File: src/rtl/uart_autobaud_if.sv
// uart_autobaud_if: serial-line and result bundle for the auto-baud detector.
// The slave modport is the detector; the master modport is whoever drives
// the line and the arm pulse and consumes the measured divisor.
interface uart_autobaud_if;
   logic        uart_rx;
   logic        arm;
   logic [15:0] divisor;
   logic        lock;
   logic        busy;
   logic        error;

   modport master (
      output uart_rx,
      output arm,
      input  divisor,
      input  lock,
      input  busy,
      input  error
   );

   modport slave (
      input  uart_rx,
      input  arm,
      output divisor,
      output lock,
      output busy,
      output error
   );
endinterface

File: src/rtl/uart_autobaud.sv
// uart_autobaud: measures a 0x55 sync character on uart_rx and produces the
// 16x-oversampling divisor (clocks per 1/16 bit) for the UART transceiver.
// The span from the start-bit falling edge to the 5th falling edge is eight
// bit times; divisor = round((span) / 128).
//
// Optional feature: define UART_AUTOBAUD_CHECK_EN to compile in an
// interval-consistency check (each of I2..I4 within 12.5% of I1). It adds
// one pipeline cycle before the result is published.
//
// CNT_W sets the width of the total/interval counters (23 in production,
// must not exceed 23); the timeout fires when the total counter saturates.
module uart_autobaud #(
   parameter logic [15:0] DEFAULT_DIV = 16'd54,
   parameter int unsigned CNT_W       = 23
) (
   input  logic           sys_clk,
   input  logic           sys_rst_n,
   uart_autobaud_if.slave bus
);

   localparam logic [CNT_W-1:0] CNT_MAX  = {CNT_W{1'b1}};
   localparam logic [CNT_W-1:0] CNT_ZERO = {CNT_W{1'b0}};
   localparam logic [CNT_W-1:0] CNT_ONE  = {{(CNT_W-1){1'b0}}, 1'b1};

   typedef enum logic [2:0] {
      IDLE       = 3'd0,
      WAIT_HIGH  = 3'd1,
      WAIT_START = 3'd2,
      MEASURE    = 3'd3,
      DONE       = 3'd4,
      CHECK      = 3'd5,
      FAIL       = 3'd6
   } state_t;

   state_t           state_r;
   state_t           state_s;

   logic             sync1_r;
   logic             sync2_r;
   logic             sync3_r;
   logic             fe_s;

   logic [4:0]       high_cnt_r;
   logic [2:0]       edge_cnt_r;
   logic [CNT_W-1:0] total_r;
   logic [CNT_W-1:0] ival_r;

   logic             high_done_s;
   logic             fifth_fe_s;
   logic             sat_s;
   logic [23:0]      sum_s;
   logic [16:0]      q_s;
   logic             q_ok_s;

   logic [15:0]      divisor_r;
   logic             lock_r;
   logic             busy_r;
   logic             error_r;

   // Two-flop synchronizer plus a history flop for falling-edge detection.
   always_ff @(posedge sys_clk or negedge sys_rst_n) begin
      if (!sys_rst_n) begin
         sync1_r <= 1'b1;
         sync2_r <= 1'b1;
         sync3_r <= 1'b1;
      end else begin
         sync1_r <= bus.uart_rx;
         sync2_r <= sync1_r;
         sync3_r <= sync2_r;
      end
   end

   assign fe_s        = sync3_r & ~sync2_r;
   assign high_done_s = sync2_r && (high_cnt_r == 5'd15);
   assign fifth_fe_s  = fe_s && (edge_cnt_r == 3'd4);
   assign sat_s       = (total_r == CNT_MAX);

   // sum = total + 1 is eight bit times in clocks; +64 then >>7 rounds half up.
   assign sum_s  = 24'(total_r) + 24'd1;
   assign q_s    = 17'((sum_s + 24'd64) >> 7);
   assign q_ok_s = (q_s != 17'd0) && (q_s[16] == 1'b0);

   // State register.
   always_ff @(posedge sys_clk or negedge sys_rst_n) begin
      if (!sys_rst_n) begin
         state_r <= IDLE;
      end else begin
         state_r <= state_s;
      end
   end

   // Next-state logic; arm restarts from any state and wins over everything.
   always_comb begin
      state_s = state_r;
      if (bus.arm) begin
         state_s = WAIT_HIGH;
      end else begin
         case (state_r)
            IDLE: begin
               state_s = IDLE;
            end
            WAIT_HIGH: begin
               if (high_done_s) begin
                  state_s = WAIT_START;
               end else begin
                  state_s = WAIT_HIGH;
               end
            end
            WAIT_START: begin
               if (fe_s) begin
                  state_s = MEASURE;
               end else begin
                  state_s = WAIT_START;
               end
            end
            MEASURE: begin
               if (sat_s) begin
                  state_s = FAIL;
               end else if (fifth_fe_s) begin
                  state_s = DONE;
               end else begin
                  state_s = MEASURE;
               end
            end
            DONE: begin
`ifdef UART_AUTOBAUD_CHECK_EN
               state_s = CHECK;
`else
               if (q_ok_s) begin
                  state_s = IDLE;
               end else begin
                  state_s = FAIL;
               end
`endif
            end
            CHECK: begin
               state_s = IDLE;
            end
            FAIL: begin
               state_s = IDLE;
            end
            default: begin
               state_s = IDLE;
            end
         endcase
      end
   end

   // Idle-high qualifier, edge counter and the total/interval counters.
   always_ff @(posedge sys_clk or negedge sys_rst_n) begin
      if (!sys_rst_n) begin
         high_cnt_r <= 5'd0;
         edge_cnt_r <= 3'd0;
         total_r    <= CNT_ZERO;
         ival_r     <= CNT_ZERO;
      end else if (bus.arm) begin
         high_cnt_r <= 5'd0;
         edge_cnt_r <= 3'd0;
         total_r    <= CNT_ZERO;
         ival_r     <= CNT_ZERO;
      end else begin
         case (state_r)
            WAIT_HIGH: begin
               if (sync2_r) begin
                  high_cnt_r <= high_cnt_r + 5'd1;
               end else begin
                  high_cnt_r <= 5'd0;
               end
            end
            WAIT_START: begin
               if (fe_s) begin
                  total_r    <= CNT_ZERO;
                  ival_r     <= CNT_ZERO;
                  edge_cnt_r <= 3'd1;
               end
            end
            MEASURE: begin
               if (fe_s) begin
                  edge_cnt_r <= edge_cnt_r + 3'd1;
                  ival_r     <= CNT_ZERO;
               end else begin
                  ival_r     <= ival_r + CNT_ONE;
               end
               // total freezes on the closing edge so DONE sees exactly 8 bits - 1.
               if (!sat_s && !fifth_fe_s) begin
                  total_r <= total_r + CNT_ONE;
               end
            end
            default: begin
            end
         endcase
      end
   end

`ifdef UART_AUTOBAUD_CHECK_EN
   logic [CNT_W-1:0] iv1_r;
   logic [CNT_W-1:0] iv2_r;
   logic [CNT_W-1:0] iv3_r;
   logic [CNT_W-1:0] iv4_r;
   logic             pass_r;
   logic [15:0]      q_hold_r;

   function automatic logic dev_too_big(input logic [CNT_W-1:0] ik,
                                        input logic [CNT_W-1:0] i1);
      logic [CNT_W-1:0] diff;
      if (ik >= i1) begin
         diff = ik - i1;
      end else begin
         diff = i1 - ik;
      end
      return (diff > (i1 >> 3));
   endfunction

   // Latch each closed interval (edge cycle included), then judge them in DONE.
   always_ff @(posedge sys_clk or negedge sys_rst_n) begin
      if (!sys_rst_n) begin
         iv1_r    <= CNT_ZERO;
         iv2_r    <= CNT_ZERO;
         iv3_r    <= CNT_ZERO;
         iv4_r    <= CNT_ZERO;
         pass_r   <= 1'b0;
         q_hold_r <= 16'd0;
      end else begin
         if ((state_r == MEASURE) && fe_s && !bus.arm) begin
            case (edge_cnt_r)
               3'd1:    iv1_r <= ival_r + CNT_ONE;
               3'd2:    iv2_r <= ival_r + CNT_ONE;
               3'd3:    iv3_r <= ival_r + CNT_ONE;
               3'd4:    iv4_r <= ival_r + CNT_ONE;
               default: begin
               end
            endcase
         end
         if (state_r == DONE) begin
            q_hold_r <= q_s[15:0];
            pass_r   <= q_ok_s && !dev_too_big(iv2_r, iv1_r)
                               && !dev_too_big(iv3_r, iv1_r)
                               && !dev_too_big(iv4_r, iv1_r);
         end
      end
   end
`endif

   // Published results: divisor only moves on a successful measurement.
   always_ff @(posedge sys_clk or negedge sys_rst_n) begin
      if (!sys_rst_n) begin
         divisor_r <= DEFAULT_DIV;
         lock_r    <= 1'b0;
         busy_r    <= 1'b0;
         error_r   <= 1'b0;
      end else if (bus.arm) begin
         lock_r  <= 1'b0;
         error_r <= 1'b0;
         busy_r  <= 1'b1;
      end else begin
         case (state_r)
`ifdef UART_AUTOBAUD_CHECK_EN
            CHECK: begin
               busy_r <= 1'b0;
               if (pass_r) begin
                  divisor_r <= q_hold_r;
                  lock_r    <= 1'b1;
               end else begin
                  error_r   <= 1'b1;
               end
            end
`else
            DONE: begin
               if (q_ok_s) begin
                  divisor_r <= q_s[15:0];
                  lock_r    <= 1'b1;
                  busy_r    <= 1'b0;
               end
            end
`endif
            FAIL: begin
               error_r <= 1'b1;
               busy_r  <= 1'b0;
            end
            default: begin
            end
         endcase
      end
   end

   assign bus.divisor = divisor_r;
   assign bus.lock    = lock_r;
   assign bus.busy    = busy_r;
   assign bus.error   = error_r;

endmodule

File: src/flat_wrapper.sv
// flat-port wrapper written by rule: the top's interface ports become plain ports
module uart_autobaud_flat 
#(
   parameter logic [15:0] DEFAULT_DIV = 16'd54,
   parameter int unsigned CNT_W       = 23
)
  (sys_clk, sys_rst_n, bus_uart_rx, bus_arm, bus_divisor, bus_lock, bus_busy, bus_error);
  uart_autobaud_if bus_i ();
  input  logic sys_clk;
  input  logic sys_rst_n;
  input wire logic [$bits(bus_i.uart_rx)-1:0] bus_uart_rx;
  input wire logic [$bits(bus_i.arm)-1:0] bus_arm;
  output wire logic [$bits(bus_i.divisor)-1:0] bus_divisor;
  output wire logic [$bits(bus_i.lock)-1:0] bus_lock;
  output wire logic [$bits(bus_i.busy)-1:0] bus_busy;
  output wire logic [$bits(bus_i.error)-1:0] bus_error;
  assign bus_i.uart_rx = bus_uart_rx;
  assign bus_i.arm = bus_arm;
  assign bus_divisor = bus_i.divisor;
  assign bus_lock = bus_i.lock;
  assign bus_busy = bus_i.busy;
  assign bus_error = bus_i.error;
  uart_autobaud #(.DEFAULT_DIV(DEFAULT_DIV), .CNT_W(CNT_W)) u_core (.sys_clk(sys_clk), .sys_rst_n(sys_rst_n), .bus(bus_i));
endmodule
File: config.mk
export PLATFORM = sky130hd
export DESIGN_NAME = uart_autobaud_flat
export DESIGN_NICKNAME = d
export VERILOG_FILES = /design/src/rtl/uart_autobaud_if.sv /design/src/rtl/uart_autobaud.sv /design/src/flat_wrapper.sv
export SDC_FILE = /design/constraint.sdc
export NUM_CORES = 1
export LEC_CHECK = 0
export BUFFER_PORTS_ARGS = -buffer_cell sky130_fd_sc_hd__buf_2
export CAP_MARGIN = 20
export CORE_ASPECT_RATIO = 0.8
export CORE_MARGIN = 2
export CORE_UTILIZATION = 50
export CTS_CLUSTER_SIZE = 8
export DETAILED_ROUTE_END_ITERATION = 10
export GPL_TIMING_DRIVEN = 0
export PLACE_DENSITY = 0.68
export SYNTH_ARGS = -nofsm -noshare
export SYNTH_HDL_FRONTEND = slang
export SYNTH_SLANG_ARGS = --single-unit
File: constraint.sdc
create_clock -name sys_clk -period 3.5 [get_ports sys_clk]
set_input_delay 0.35 -clock sys_clk [delete_from_list [all_inputs] [get_ports sys_clk]]
set_output_delay 0.35 -clock sys_clk [all_outputs]
set_load 0.01 [all_outputs]
==> flow_summary_export.csv, run 1 <==
group,metric,value,unit
floorplan,coreArea,0.00634,sq mm
critical_path,worst-setup-path-type,"register to register",
power,powerDensity,311,mW/mm^2
layout,mostFrequentLayoutCells,"dfrtp_1 (49), nor2_1 (47), buf_2 (30)",
floorplan,start_util,51.4,%
yosys,yosys.area_share.simple,23.7,%
timing,post-route-min-period,2.94,ns
yosys,syn_area,0.00326,sq mm
layout,layout-drive-gt1-share,20.0,%
grt,grt_pass1_wl,12000,microns
placed_design,place_congestion,0.861,
route,dr_wl_met2,3080,microns
route,ant_nets,0,
yosys,synth-seq-area-share,43.2,%
critical_path,slowest_stage,"dfrtp_1",
grt,grt.total_usage,20.9,%
grt,overflow,0,
critical_path,rr_worst_depth,11,
critical_path,crit_path_max_incr_delay,0.35,ns
timing,final.setup.tns,0,ns
yosys,synthTopCellsByArea,"dfrtp_1 (38%), dfstp_2 (5.6%), nor2_1 (5.4%)",
floorplan,dieHeight,76.3,microns
route,first_iter_violations,121,
min_path,min_path_cells,1,
yosys,synth-xor-area-share,8.05,%
layout,n_antenna_cell,0,
timing,max_slew_margin,61.5,%
cts,cts-root-buf,"clkbuf_8",
yosys,async_flop_share,100,%
timing,final.setup_skew,0.0133,ns
min_path,hold_path.class,"input port to register",
critical_path,r2r_setup_slack,0.56,ns
cts,cts_sinks,56,
power,power,1130,uW
critical_path,rr_startpoint,"u_core.total_r[7]",
critical_path,required,3.72,ns
yosys,yosys.area.top_type,"dfrtp_1",
yosys,synth.yosys.warnings,0,
critical_path,crit_end,"u_core.bus.divisor[9]",
route,dr.pass1.iters,4,
critical_path,rr_endpoint,"u_core.bus.divisor[9]",
yosys,synthCells,344,
timing,fin_crit_sh,84.0,%
route,wl_met1,3420,microns
layout,syn2layout_area_growth,10.8,%
critical_path,cp-end-kind,"register",
cts,numCtsBuffers,5,
layout,fillCellCount,584,
yosys,syn_area_per_cell,9.49,sq um
yosys,synth.mux.area_fraction,6.25,%
critical_path,worstPathArrival,3.15,ns
yosys,synth_adder_area_share,1.92,%
placed_design,port_buffers,21,
power,leakagePower,0.00163,uW
floorplan,ioPinCount,23,
floorplan,fp-row-count,26,
critical_path,start_kind,"register",
flow_run,cap_viol_max_count,0,
cts,clk_pin_slew,0.11,ns
route,wl,6800,microns
cts,insertion_delay,0.32,ns
yosys,synth.top_cell.area_share,37.6,%
timing,final-setup-viol-count,0,
yosys,ys_ff_latch,56,
timing,fmax,340,MHz
placed_design,dp_hpwl,4890,microns
timing,final_hold_viol_count,0,
yosys,synth_top_family_by_area,"simple AND/OR/NAND/NOR gates",
cts,cts.htree.levels,2,
yosys,synth_edf_count,0,
timing,maxSlewViolCount,0,
route,viasPerCell,5.64,
yosys,synth_nets,353,
route,wl_per_cell,14.8,microns
run_status,status,"finished, final reports clean",
timing,worstMarginPinSlew,0.576,ns
route,drc,0,
placed_design,post-place-ws,0.546,ns
floorplan,die_area,0.00719,sq mm
yosys,synth.distinct_cells,57,
route,wl_met3,280,microns
critical_path,path_max_fanout,10,
cts,clock_path_buffers,2,
critical_path,path_cells,"buf_4 -> and3_1 -> nand2_1 -> buf_2 -> o21a_1 -> nor4_1 -> o2111a_1 -> a21o_2 -> buf_6 -> buf_12 -> mux2_4",
timing,fin_ws,0.562,ns
critical_path,startpoint,"u_core.total_r[7]",
route,top_layer_used,"met4",
layout,nNetsFinal,383,
grt,grt_max_degree,38,
timing,rsz0062_at_grt,"no",
layout,final_common_cell,"dfrtp_1",
grt,antenna_found_initial,0,
yosys,ys.flop_type,"dfrtp_1",
floorplan,die_w,94.3,microns
power,ir_worst_vdd,168,uV
route,via_count,2587,
timing,hold_ws,0.128,ns
grt,grt_pass1_vias,2491,
cts,cts_tree,"built",
yosys,synth_compound_area_share,11.6,%
-- layer usage --
metal	GRT usage [%]	vias up
met5	0	-
met1	31.3	1265
met4	4.35	0
met2	31.9	52
li1	-	1268
met3	3.56	2
-- worst max-delay path, delay by kind of cell (launching register included) --
kind	cells	cell delay [ns]
compound gates	3	0.70
buf+inv	4	0.69
flops	1	0.35
mux	1	0.30
simple gates	3	0.81
-- state kept, by name, summed over array words and instances (netlist names) --
name and count:
u_core.sync3_r 1, u_core.high_cnt_r 5, u_core.bus.lock 1, u_core.bus.error 1
u_core.state_r 3, u_core.bus.busy 1, u_core.sync1_r 1, u_core.sync2_r 1
u_core.total_r 23, u_core.bus.divisor 16, u_core.edge_cnt_r 3
-- how the worst min path moves through the flow --
| stage | start | endpoint | slack (ns) |
|---|---|---|---|
| detailed placement | sys_rst_n | u_core.edge_cnt_r[0] | 0.34 |
| global route | bus_uart_rx | u_core.sync1_r | 0.10 |
| finish | bus_uart_rx | u_core.sync1_r | 0.13 |
| global placement | u_core.sync1_r | u_core.sync2_r | 0.35 |
| floorplan | sys_rst_n | u_core.bus.busy | 0.05 |
| CTS | bus_uart_rx | u_core.sync1_r | 0.12 |
-- power breakdown --
part / leakage, uW / internal (uW) / total (uW) / switching, uW
registers: 0.000735 / 652 / 656 / 3.50
logic: 0.000837 / 9.52 / 35.2 / 25.7
clock network: 0.0000541 / 212 / 434 / 222
total: 0.00163 / 874 / 1130 / 251
-- synth_stat cells (all sizes together), types with 2 or more instances --
cell type and count:
dfrtp 49, nor2 47, nand2 26, buf 16, xnor2 15, xor2 15
mux2 14, nand4 14, nor3 12, a21oi 11, inv 11, o21ai 10
nand3 8, clkbuf 7, dfstp 7, and3 5, ha 5, nor2b 5
nor4 5, and2 4, and4 4, nand3b 4, nor3b 4, o31a 4
or3 4, a211oi 3, a21o 3, a311oi 3, a31oi 3, o31ai 3
or2 3, mux2i 2, nand2b 2, o22ai 2, or4 2
-- logic make-up after synthesis --
| family | after synthesis |
|---|---|
| buffers and inverters | 34 |
| AND/OR/NAND/NOR | 151 |
| flip-flops | 56 |
| XOR/XNOR | 30 |
| adder cells (fa/ha/maj) | 5 |
| multiplexers | 16 |
| AO/OA/AOI/OAI | 52 |
-- stage by stage --
stage | cell area (sq um) | instances | utilization [%]
2_1_floorplan | 3260 | 344 | -
3_3_place_gp | 3470 | 449 | 54.8
3_5_place_dp | 3490 | 450 | 55.1
4_1_cts | 3610 | 459 | 57.0
5_1_grt | 3610 | 459 | 57.0
6_report | 3610 | 459 | 57.0
-- final cells by class --
cell class                 count  area, sq um  share of cell area (%)
clock inverter                 3         42.5                    1.18
tap                           84          105                    2.91
timing repair buffer          23          135                    3.74
multi-input combinational    254         1680                    46.5
inverter                      11         41.3                    1.14
sequential                    56         1410                    39.0
clock buffer                   5         68.8                    1.90
buffer                        23          133                    3.67
-- timing repair --
action	in CTS	in global routing
gates resized for setup	0	0
endpoints found under the hold margin	6	0
hold buffers	1	0
buffers inserted	0	0
Power figures use the tool's default switching activity.
==> run 2: changes to the inputs <==
Clock period 3.5 ns to 2.92 ns, I/O delays scaled along.
==> run 2 against run 1 <==
Utilization grew 0.73 points. Die area is the same. Combinational power grew 20%. Critical path depth is the same. Final cell count grew 0.65%. Sequential power grew 20%. Highest routed layer unchanged.
==> flow_summary_export.csv, run 2 (synthesis results as in run 1) <==
group,metric,value,unit
run_status,status,"finished, final reports clean",
timing,max_slew_margin,61.9,%
critical_path,required,3.13,ns
layout,largest_reg_flops,23,
floorplan,die_w,94.3,microns
placed_design,placed_area,0.00349,sq mm
power,powerDensity,368,mW/mm^2
critical_path,start_kind,"register",
route,via_count,2600,
grt,overflow,0,
grt,antenna_found_initial,0,
timing,post-route-min-period,2.81,ns
grt,grt_pass1_vias,2502,
layout,mostFrequentLayoutCells,"dfrtp_1 (49), nor2_1 (47), buf_2 (29)",
grt,grt_pass1_wl,12100,microns
layout,largest-register,"u_core.total_r",
placed_design,dp_hpwl,4890,microns
timing,final_hold_viol_count,0,
route,wl_per_cell,14.8,microns
timing,worstMarginPinSlew,0.570,ns
cts,clock_path_buffers,2,
min_path,hold_path.class,"input port to register",
layout,final_util,57.7,%
route,wl,6840,microns
layout,final_common_cell,"dfrtp_1",
floorplan,coreArea,0.00634,sq mm
cts,cts-root-buf,"clkbuf_8",
floorplan,fp-row-count,26,
flow_run,cap_viol_max_count,0,
route,drc,0,
route,dr.pass1.iters,5,
placed_design,post-place-ws,-0.0339,ns
cts,insertion_delay,0.32,ns
cts,cts.htree.levels,2,
cts,cts_sinks,56,
route,viasPerCell,5.63,
timing,fin_crit_sh,96.3,%
cts,numCtsBuffers,5,
timing,final-setup-viol-count,0,
route,first_iter_violations,170,
critical_path,path_max_fanout,10,
floorplan,start_util,51.4,%
floorplan,ioPinCount,23,
critical_path,worst-setup-path-type,"register to register",
grt,grt.total_usage,21.0,%
placed_design,port_buffers,21,
layout,syn2layout_area_growth,12.2,%
floorplan,die_area,0.00719,sq mm
route,ant_nets,0,
timing,fin_ws,0.108,ns
floorplan,dieHeight,76.3,microns
layout,layout-drive-gt1-share,22.0,%
layout,nNetsFinal,386,
timing,final.setup.tns,0,ns
cts,cts_tree,"built",
placed_design,place_congestion,0.861,
power,power,1350,uW
critical_path,cp-end-kind,"register",
timing,final.setup_skew,0.0141,ns
layout,n_antenna_cell,0,
grt,grt_max_degree,38,
timing,fmax,356,MHz
power,leakagePower,0.00165,uW
layout,finalInstanceArea,0.00366,sq mm
cts,clk_pin_slew,0.11,ns
power,ir_worst_vdd,201,uV
critical_path,worstPathArrival,3.03,ns
timing,rsz0062_at_grt,"no",
timing,maxSlewViolCount,0,
[run 2: changes by cell type in the layout (fill, tap and decap cells not counted), sizes merged]
| cell | before | now |
|---|---|---|
| buf | 38 | 40 |
| clkbuf | 12 | 13 |
[run 2: area by class of cell]
type | count | area, sq um
clock inverters | 3 | 42.5
clock buffers | 5 | 68.8
multi-input cells | 254 | 1700
repair buffers | 26 | 158
well taps | 84 | 105
flip-flops and latches | 56 | 1410
plain buffers | 23 | 135
fillers | 579 | 2680
inverters | 11 | 41.3
[run 2: final timing paths]
kind,from,endpoint,slack (ns),cells after the start
worst max-delay path,u_core.total_r[7],u_core.bus.divisor[13],0.11,11
worst min-delay path,bus_uart_rx,u_core.sync1_r,0.07,1
worst max register to register,u_core.total_r[7],u_core.bus.divisor[13],0.11,11
worst min register to register,u_core.sync1_r,u_core.sync2_r,0.36,0
max in group asynchronous,sys_rst_n,u_core.bus.divisor[1],1.83,3
min in group asynchronous,sys_rst_n,u_core.edge_cnt_r[0],0.45,2
[run 2: through the flow]
| step | hold WS [ns] | cells |
|---|---|---|
| 2_1_floorplan | -0.00359 | 344 |
| 3_3_place_gp | 0.346 | 449 |
| 3_5_place_dp | 0.281 | 450 |
| 4_1_cts | 0.0616 | 459 |
| 5_1_grt | 0.0457 | 462 |
| 6_report | 0.0711 | 462 |
[run 2: repair_timing]
action / 4_1_cts / 5_1_grt
gates resized for setup: 2 / 5
hold endpoints to repair: 16 / 0
gates cloned: 0 / 0
hold buffers: 1 / 0
setup endpoints to repair: 7 / 22
setup buffers: 0 / 3
pin swaps: 1 / 1
[run 2: report_power, final]
| part | internal [uW] | leakage, uW | total, uW | switching, uW |
|---|---|---|---|---|
| Combinational | 11.4 | 0.000856 | 42.2 | 30.8 |
| Sequential | 782 | 0.000735 | 786 | 4.18 |
| Clock | 254 | 0.0000541 | 519 | 264 |
[run 2: layer usage]
metal	vias to the layer above	routed length [microns]	GRT usage, %	share of wire (%)
li1	1277	-	-	-
met1	1261	3400	31.4	50
met2	58	3130	32.1	46
met3	4	282	3.56	4.1
met4	0	38	4.35	0.56
met5	-	0	0	0
[run 2: critical path, cell delays in order (launching register included)]
cell      delay [ns]
dfrtp_1         0.35
buf_4           0.17
and3_2          0.28
nand2_2         0.12
buf_2           0.21
o21a_1          0.22
nor4_2          0.31
o2111a_1        0.29
a21o_2          0.17
buf_6           0.15
buf_12          0.15
mux2_4          0.30
